### src/rtl/move_input_ctrl.sv
// Push-button conditioner: synchronises and debounces two raw buttons, then turns
// steady presses into single-cycle left/right step pulses with delayed auto-repeat.
module move_input_ctrl #(
    parameter int unsigned DEBOUNCE_CYCLES = 500000,
    parameter int unsigned FIRST_DELAY     = 5000000,
    parameter int unsigned STEP_DIV        = 250000
) (
    input  logic       clk,
    input  logic       reset,
    input  logic       enable,
    input  logic       btn_left,
    input  logic       btn_right,
    output logic       left,
    output logic       right,
    output logic [1:0] dir
);

    localparam int unsigned DbW    = $clog2(DEBOUNCE_CYCLES) + 1;
    localparam int unsigned RepMax = (FIRST_DELAY > STEP_DIV) ? FIRST_DELAY : STEP_DIV;
    localparam int unsigned RepW   = $clog2(RepMax) + 1;

    localparam logic [DbW-1:0]  DbLast    = DbW'(DEBOUNCE_CYCLES - 1);
    localparam logic [RepW-1:0] FirstLast = RepW'(FIRST_DELAY - 1);
    localparam logic [RepW-1:0] StepLast  = RepW'(STEP_DIV - 1);

    typedef enum logic [1:0] {
        StIdle  = 2'b00,
        StHoldL = 2'b01,
        StHoldR = 2'b10
    } state_e;

    // Bit 0 is the left button, bit 1 the right button.
    logic [1:0]     sync1_q;
    logic [1:0]     sync2_q;
    logic [1:0]     stable_q;
    logic [1:0]     stable_d;
    logic [DbW-1:0] db_cnt_q [2];
    logic [DbW-1:0] db_cnt_d [2];

    state_e          state_q;
    state_e          state_d;
    state_e          target;
    logic [RepW-1:0] rep_cnt_q;
    logic [RepW-1:0] rep_cnt_d;
    logic            rep_phase_q;
    logic            rep_phase_d;
    logic            left_q;
    logic            left_d;
    logic            right_q;
    logic            right_d;

    logic sl;
    logic sr;

    assign sl = stable_q[0];
    assign sr = stable_q[1];

    always_comb begin
        for (int i = 0; i < 2; i++) begin
            stable_d[i] = stable_q[i];
            db_cnt_d[i] = '0;
            if (sync2_q[i] != stable_q[i]) begin
                if (db_cnt_q[i] == DbLast) begin
                    stable_d[i] = sync2_q[i];
                end else begin
                    db_cnt_d[i] = db_cnt_q[i] + DbW'(1);
                end
            end
        end
    end

    always_comb begin
        state_d     = StIdle;
        target      = StIdle;
        rep_cnt_d   = '0;
        rep_phase_d = 1'b0;
        left_d      = 1'b0;
        right_d     = 1'b0;

        if (sl && !sr) begin
            target = StHoldL;
        end else if (sr && !sl) begin
            target = StHoldR;
        end

        // Disabled forces idle regardless of buttons; releasing also drops pending repeats.
        if (enable && (target != StIdle)) begin
            state_d = target;
            if (target != state_q) begin
                left_d  = (target == StHoldL);
                right_d = (target == StHoldR);
            end else begin
                rep_phase_d = rep_phase_q;
                rep_cnt_d   = rep_cnt_q + RepW'(1);
                if ((!rep_phase_q && (rep_cnt_q == FirstLast)) ||
                    (rep_phase_q && (rep_cnt_q == StepLast))) begin
                    left_d      = (target == StHoldL);
                    right_d     = (target == StHoldR);
                    rep_cnt_d   = '0;
                    rep_phase_d = 1'b1;
                end
            end
        end
    end

    always_ff @(posedge clk or posedge reset) begin
        if (reset) begin
            sync1_q     <= '0;
            sync2_q     <= '0;
            stable_q    <= '0;
            db_cnt_q[0] <= '0;
            db_cnt_q[1] <= '0;
            state_q     <= StIdle;
            rep_cnt_q   <= '0;
            rep_phase_q <= 1'b0;
            left_q      <= 1'b0;
            right_q     <= 1'b0;
        end else begin
            sync1_q     <= {btn_right, btn_left};
            sync2_q     <= sync1_q;
            stable_q    <= stable_d;
            db_cnt_q[0] <= db_cnt_d[0];
            db_cnt_q[1] <= db_cnt_d[1];
            state_q     <= state_d;
            rep_cnt_q   <= rep_cnt_d;
            rep_phase_q <= rep_phase_d;
            left_q      <= left_d;
            right_q     <= right_d;
        end
    end

    assign left  = left_q;
    assign right = right_q;
    assign dir   = state_q;

endmodule

### config.mk
export PLATFORM = sky130hd
export DESIGN_NAME = move_input_ctrl
export DESIGN_NICKNAME = d
export VERILOG_FILES = /design/src/rtl/move_input_ctrl.sv
export SDC_FILE = /design/constraint.sdc
export NUM_CORES = 1
export LEC_CHECK = 0
export ABC_CLOCK_PERIOD_IN_PS = 2550
export BUFFER_PORTS_ARGS = -buffer_cell sky130_fd_sc_hd__buf_2
export CAP_MARGIN = 20
export CORE_ASPECT_RATIO = 1.4
export CORE_MARGIN = 1.5
export CORE_UTILIZATION = 56
export CTS_BUF_LIST = sky130_fd_sc_hd__clkbuf_16
export CTS_CLUSTER_SIZE = 10
export DETAILED_ROUTE_END_ITERATION = 10
export PLACE_DENSITY = 0.75
export RECOVER_POWER = 25
export SYNTH_ARGS = -nofsm -noshare
export SYNTH_HDL_FRONTEND = slang
export SYNTH_SLANG_ARGS = --single-unit
### constraint.sdc
create_clock -name clk -period 2.55 [get_ports clk]
set_input_delay 0.6375 -clock clk [delete_from_list [all_inputs] [get_ports clk]]
set_output_delay 0.6375 -clock clk [all_outputs]
set_load 0.05 [all_outputs]
==> run_results.csv, run 1 <==
group,metric,value,unit
status,status,"complete, but fails checks",
status,violations,"max-capacitance violations, max-slew violations",
timing,fin_crit,2.13,ns
floorplan,fp.dieH,101,um
yosys,synth.most_common_cell,"dfrtp_1",
finish,syn_to_final_growth,11.3,%
detailed_routing,dr_wl_met3,158,um
timing,max_freq,0.469,GHz
global_route,grt_pass1_wl,13000,um
placement,place_ws,0.437,ns
timing,maxSlewHeadroom,-20.1,%
yosys,synthArstFlopShare,100,%
timing,fin_crit_sh,83.7,%
finish,final_nets,405,
job,max-cap-violations,1,
placement,dp_hpwl,4890,um
critical_path,crit_fanout,9,
critical_path,criticalPathCategory,"reg2reg",
detailed_routing,wl_per_cell,15.4,um
clock_tree,cts-root-buf,"clkbuf_16",
detailed_routing,final_antenna_net_count,0,
timing,setup_tns,0,ns
yosys,synth_area,3820,um2
timing,rsz0062_at_grt,"no",
yosys,synth_cell_type_count,45,
clock_tree,cts_resized,0,
detailed_routing,dr_wl_met2,3830,um
yosys,ys_ff_latch,75,
clock_tree,cts_hold_buf,0,
yosys,ys_seq_area_share,49.1,%
yosys,netlist.area_leader.share,49.1,%
yosys,avgSynthCellArea,9.96,um2
yosys,synth_cells,384,
finish,finish.utilization,64.4,%
clock_tree,clock_sinks,75,
timing,hold_viol,0,
critical_path,crit_arrival,2.38,ns
critical_path,worstSetupEndpointType,"flip-flop",
power_and_ir_drop,total_power,2.56,mW
clock_tree,cts_setup_buffers,0,
power_and_ir_drop,vdd_drop_max,0.000434,V
yosys,synth.net_count,396,
clock_tree,clk_pin_slew,0.06,ns
timing,tightest_slew,1.80,ns
detailed_routing,wl_met1,3350,um
critical_path,ff2ff_setup_slack,0.42,ns
clock_tree,cts_buffer_depth,2,
clock_tree,cts_tree,"yes",
yosys,synthTopCellsByArea,"dfrtp_1 49%, xnor2_1 6.4%, nand4_1 3.6%",
floorplan,num_rows,35,
yosys,synth_common_cells,"75 x dfrtp_1, 35 x nor2_1, 28 x xnor2_1",
clock_tree,h-tree-depth,3,
clock_tree,clk_latency,0.33,ns
detailed_routing,finalWirelength,7510,um
power_and_ir_drop,power-per-cell-area,602,nW/um2
finish,antennaDiodeCount,0,
floorplan,dieArea,7340,um2
floorplan,die_w,72.8,um
placement,portBuffers,8,
placement,gp_congestion,0.835,
finish,fillers,504,
yosys,ys_warn_count,0,
global_route,grt_max_degree,76,
timing,finalSetupViolCount,0,
yosys,yosys.area.top_type,"dfrtp_1",
timing,finClkSkew,0.00644,ns
global_route,first_global_vias,2891,
detailed_routing,vias,2913,
timing,setup_ws,0.417,ns
clock_tree,cts-buffers-inserted,9,
floorplan,io_pins,9,
timing,fin_worst_hold_slack,0.351,ns
global_route,overflow,0,
power_and_ir_drop,leakage,1.63,nW
yosys,synth_edf_count,0,
finish,drive_above_1_share,11.1,%
global_route,antenna_found_initial,0,
detailed_routing,first_pass_iters,4,
worst_hold_path,hp-class,"reg2reg",
floorplan,start_util,57.8,%
detailed_routing,top_layer_used,"met4",
floorplan,coreArea,6610,um2
critical_path,required,2.79,ns
detailed_routing,via_per_inst,5.96,
timing,slew_viol_final,76,
critical_path,startpoint_type,"flip-flop",
detailed_routing,drc,0,
detailed_routing,drtIter0Drc,173,
global_route,grtUsageTotal,22.8,%
yosys,synth_ff_type,"dfrtp_1",
[flip-flops by register name, indices dropped and copies added, names as in the netlist]
signal / flops
rep_phase_q: 1
left: 1
right: 1
dir: 2
db_cnt_q: 40
stable_q: 2
rep_cnt_q: 24
sync2_q: 2
sync1_q: 2
[metal layers]
layer,vias up,GRT usage (%)
met2,46,37.3
met4,0,11.8
li1,1427,-
met3,14,4.20
met1,1426,28.5
met5,-,0
[per-stage QoR]
step                      cell area [um2]  std cells
after floorplan                      3820        384
after global placement               3960        474
after detailed placement             3960        474
after CTS                            4270        489
after global routing                 4260        489
final                                4260        489
[cell families after synthesis]
family	after synthesis	synth area share [%]
simple gates	181	26.4
compound gates	50	9.33
mux	2	0.589
fa+ha+maj	7	2.29
buf+inv	29	3.17
flops	75	49.1
xor+xnor	40	9.16
[report_power, final]
group	total (mW)	leakage, nW	switching, mW	internal, mW
clock	1.30	0.149	0.454	0.843
sequential	1.21	1.03	0.00934	1.20
combinational	0.0545	0.451	0.0403	0.0142
[critical path, stage by stage (launching register included)]
cell and delay [ns]:
dfrtp_1 0.40, ha_1 0.22, nand2_1 0.12, or4_1 0.67, or3_1 0.41, a211oi_2 0.22
[path summary, 6_finish.rpt]
path / startpoint / end / cells after the start
setup / recovery: rep_cnt_q[0] / rep_cnt_q[16] / 5
hold / removal: sync1_q[1] / sync2_q[1] / 0
setup reg to reg: rep_cnt_q[0] / rep_cnt_q[16] / 5
hold reg to reg: sync1_q[1] / sync2_q[1] / 0
max in group asynchronous: reset / rep_cnt_q[19] / 3
min in group asynchronous: reset / rep_cnt_q[13] / 3
[placed cells by master, fill, tap and decap left out, types with 5 or more instances in the layout]
cell type	n
a211oi_1	5
a211oi_2	5
a21oi_1	12
buf_2	8
buf_4	5
clkbuf_16	9
dfrtp_1	75
ha_1	7
inv_1	13
nand2_1	21
nand3_1	17
nand4_1	22
nor2_1	35
nor3_1	20
nor4_1	12
o21ai_0	14
o31ai_1	7
or3_1	15
or4_1	12
xnor2_1	28
xor2_1	12
[cell type report]
cell class	instances	area, um2	share of cell area (%)
well taps	92	115	2.71
inverters	13	48.8	1.15
repair buffers	14	82.6	1.94
flip-flops and latches	75	1880	44.1
multi-input cells	280	1830	42.9
clock inverters	6	81.3	1.91
clock buffers	9	225	5.29
Power figures use the tool's default switching activity.
==> inputs of run 2 (changes only) <==
Settings changed: ABC_AREA set to 1, ABC_CLOCK_PERIOD_IN_PS 2550 to 2220, CORE_UTILIZATION 56 to 60, PLACE_DENSITY 0.75 to 0.77.
Clock period 2.55 ns to 2.22 ns, I/O delays scaled along.
==> run_results.csv, run 2 <==
group,metric,value,unit
timing,hold_viol,0,
finish,final_nets,568,
yosys,avgSynthCellArea,7.69,um2
global_route,grt_pass1_wl,14700,um
timing,fin_crit_sh,87.0,%
finish,syn_to_final_growth,11.0,%
floorplan,dieArea,7420,um2
critical_path,critical-path-top-delay-family,"simple AND/OR/NAND/NOR gates",
power_and_ir_drop,power-per-cell-area,649,nW/um2
floorplan,fp.dieH,101,um
floorplan,die_w,73.2,um
floorplan,coreArea,6610,um2
clock_tree,cts-buffers-inserted,9,
critical_path,path_buf_inv,2,
global_route,first_global_vias,3491,
timing,setup_tns,0,ns
finish,final_cell_mix,"122 x nor2_1, 98 x nand2_1, 75 x dfrtp_1",
yosys,synth_edf_count,0,
critical_path,crit_fanout,22,
yosys,synth.most_common_cell,"nor2_1",
clock_tree,cts_resized,0,
critical_path,slowest_delay,0.42,ns
yosys,ys_ff_latch,75,
critical_path,crit_slowest_cell,"dfrtp_1",
clock_tree,cts_buffer_depth,2,
yosys,synth_area,4140,um2
yosys,synth_ff_type,"dfrtp_1",
critical_path,criticalPathCategory,"reg2reg",
timing,rsz0062_at_grt,"no",
finish,reg_top3,"db_cnt_q (40), rep_cnt_q (24)",
floorplan,io_pins,9,
finish,fillers,524,
detailed_routing,wl_per_cell,12.9,um
critical_path,endpoint,"rep_cnt_q[6]",
yosys,netlist.area_leader.share,45.3,%
clock_tree,cts-root-buf,"clkbuf_16",
yosys,synthTopCellsByArea,"dfrtp_1 45%, nor2_1 11%, nand2_1 8.9%",
timing,slew_viol_final,0,
critical_path,r2r_cells,7,
global_route,overflow,0,
job,max-cap-violations,0,
critical_path,worstSetupEndpointType,"flip-flop",
yosys,synthArstFlopShare,100,%
power_and_ir_drop,leakage,1.97,nW
critical_path,crit_arrival,2.17,ns
timing,finalSetupViolCount,0,
placement,dp_hpwl,6280,um
finish,final_common_cell,"nor2_1",
timing,tightest_slew,1.25,ns
critical_path,required,2.46,ns
critical_path,cp_num_cells,7,
yosys,ys_warn_count,0,
clock_tree,cts_tree,"yes",
floorplan,num_rows,35,
yosys,synth_cell_type_count,31,
timing,finClkSkew,0.00612,ns
timing,max_freq,0.518,GHz
critical_path,r2r_start,"stable_q[0]",
global_route,grt_max_degree,40,
clock_tree,h-tree-depth,3,
finish,regArea,1880,um2
clock_tree,clk_pin_slew,0.06,ns
power_and_ir_drop,vdd_drop_max,0.000441,V
worst_hold_path,hp-class,"in2reg",
yosys,synth_common_cells,"122 x nor2_1, 98 x nand2_1, 75 x dfrtp_1",
clock_tree,cts_setup_buffers,0,
finish,multiInputGateArea,1960,um2
yosys,yosys.area.top_type,"dfrtp_1",
clock_tree,clock_sinks,75,
detailed_routing,first_pass_iters,5,
global_route,grtUsageTotal,25.4,%
yosys,ys_seq_area_share,45.3,%
detailed_routing,final_antenna_net_count,0,
timing,fin_crit,1.93,ns
critical_path,cp_cell_sequence,"inv_1 -> ha_1 -> nor2_1 -> inv_1 -> nor2_2 -> nand3_4 -> nor3_1",
detailed_routing,drtIter0Drc,186,
detailed_routing,via_per_inst,5.34,
critical_path,r2r_end,"rep_cnt_q[6]",
floorplan,start_util,62.6,%
yosys,synth.net_count,551,
placement,gp_congestion,0.954,
detailed_routing,vias,3490,
detailed_routing,drc,0,
critical_path,ff2ff_setup_slack,0.29,ns
power_and_ir_drop,total_power,2.99,mW
placement,portBuffers,8,
status,status,"complete, no violations",
clock_tree,clk_latency,0.33,ns
global_route,antenna_found_initial,0,
finish,drive_above_1_share,8.56,%
finish,largest_reg_flops,40,
clock_tree,cts_hold_buf,0,
critical_path,startpoint_type,"flip-flop",
finish,antennaDiodeCount,0,
yosys,synth_cells,539,
detailed_routing,finalWirelength,8430,um
timing,maxSlewHeadroom,15.9,%
finish,largest-register,"db_cnt_q",
critical_path,cp_common_cell,"inv_1",
critical_path,startpoint,"stable_q[0]",
run 2: cell types whose count changed after synthesis, moves of 11 or more:
cell | previous run | this run
nand3_1 | 17 | 49
nor2_1 | 35 | 122
nand4_1 | 22 | 10
nor4_1 | 12 | 1
nand2_1 | 21 | 98
or3_1 | 15 | 0
inv_1 | 13 | 70
or4_1 | 12 | 0
nor2_2 | 0 | 11
xor2_1 | 12 | 28
xnor2_1 | 28 | 5
run 2: stage by stage:
step	setup slack, ns	hold WS (ns)	utilization [%]	instance area [um2]	std cells
floorplan	0.619	0.331	-	4150	539
global placement	0.400	0.335	64.9	4290	637
detailed placement	0.285	0.335	64.9	4290	637
CTS	0.278	0.314	69.7	4610	653
global route	0.0573	0.337	69.6	4600	653
finish	0.288	0.336	69.6	4600	653
run 2: cell type report:
cell class	count	share of cell area (%)
inverters	71	5.82
well taps	92	2.50
repair buffers	10	1.39
clock buffers	9	4.90
multi-input cells	389	42.6
flip-flops and latches	75	40.8
clock inverters	7	1.99
run 2: layer usage:
layer  GRT usage [%]  vias up  part of all wire (%)
met3            3.68       33                   4.0
met1            29.1     1620                    41
met4            14.8        0                   4.1
met2            44.3      111                    51
li1                -     1726                     -
met5               0        -                     0
run 2: how the worst min path moves through the flow:
| stage | start | end | cells after the start |
|---|---|---|---|
| after global routing | btn_right | sync1_q[1] | 1 |
| after global placement | sync1_q[1] | sync2_q[1] | 0 |
| final | btn_right | sync1_q[1] | 1 |
| after detailed placement | sync1_q[1] | sync2_q[1] | 0 |
| after floorplan | sync1_q[0] | sync2_q[0] | 0 |
| after CTS | reset | rep_cnt_q[4] | 2 |
run 2: where the power goes:
part / total, mW / leakage, nW / internal, mW / switching [mW]
clock: 1.53 / 0.147 / 0.979 / 0.553
combinational: 0.0665 / 0.791 / 0.0170 / 0.0495
sequential: 1.39 / 1.03 / 1.38 / 0.00803
total: 2.99 / 1.97 / 2.38 / 0.611
run 2: kinds of logic after synthesis:
| logic type | synth area share, % |
|---|---|
| simple gates | 35.9 |
| buf+inv | 7.40 |
| flops | 45.3 |
| xor+xnor | 6.98 |
| compound gates | 2.36 |
| fa+ha+maj | 2.11 |
run 2: worst register-to-register path, cell delays in order (launching register included):
cell and delay (ns):
dfrtp_1 0.42, inv_1 0.09, ha_1 0.29, nor2_1 0.18, inv_1 0.11, nor2_2 0.21, nand3_4 0.31, nor3_1 0.24
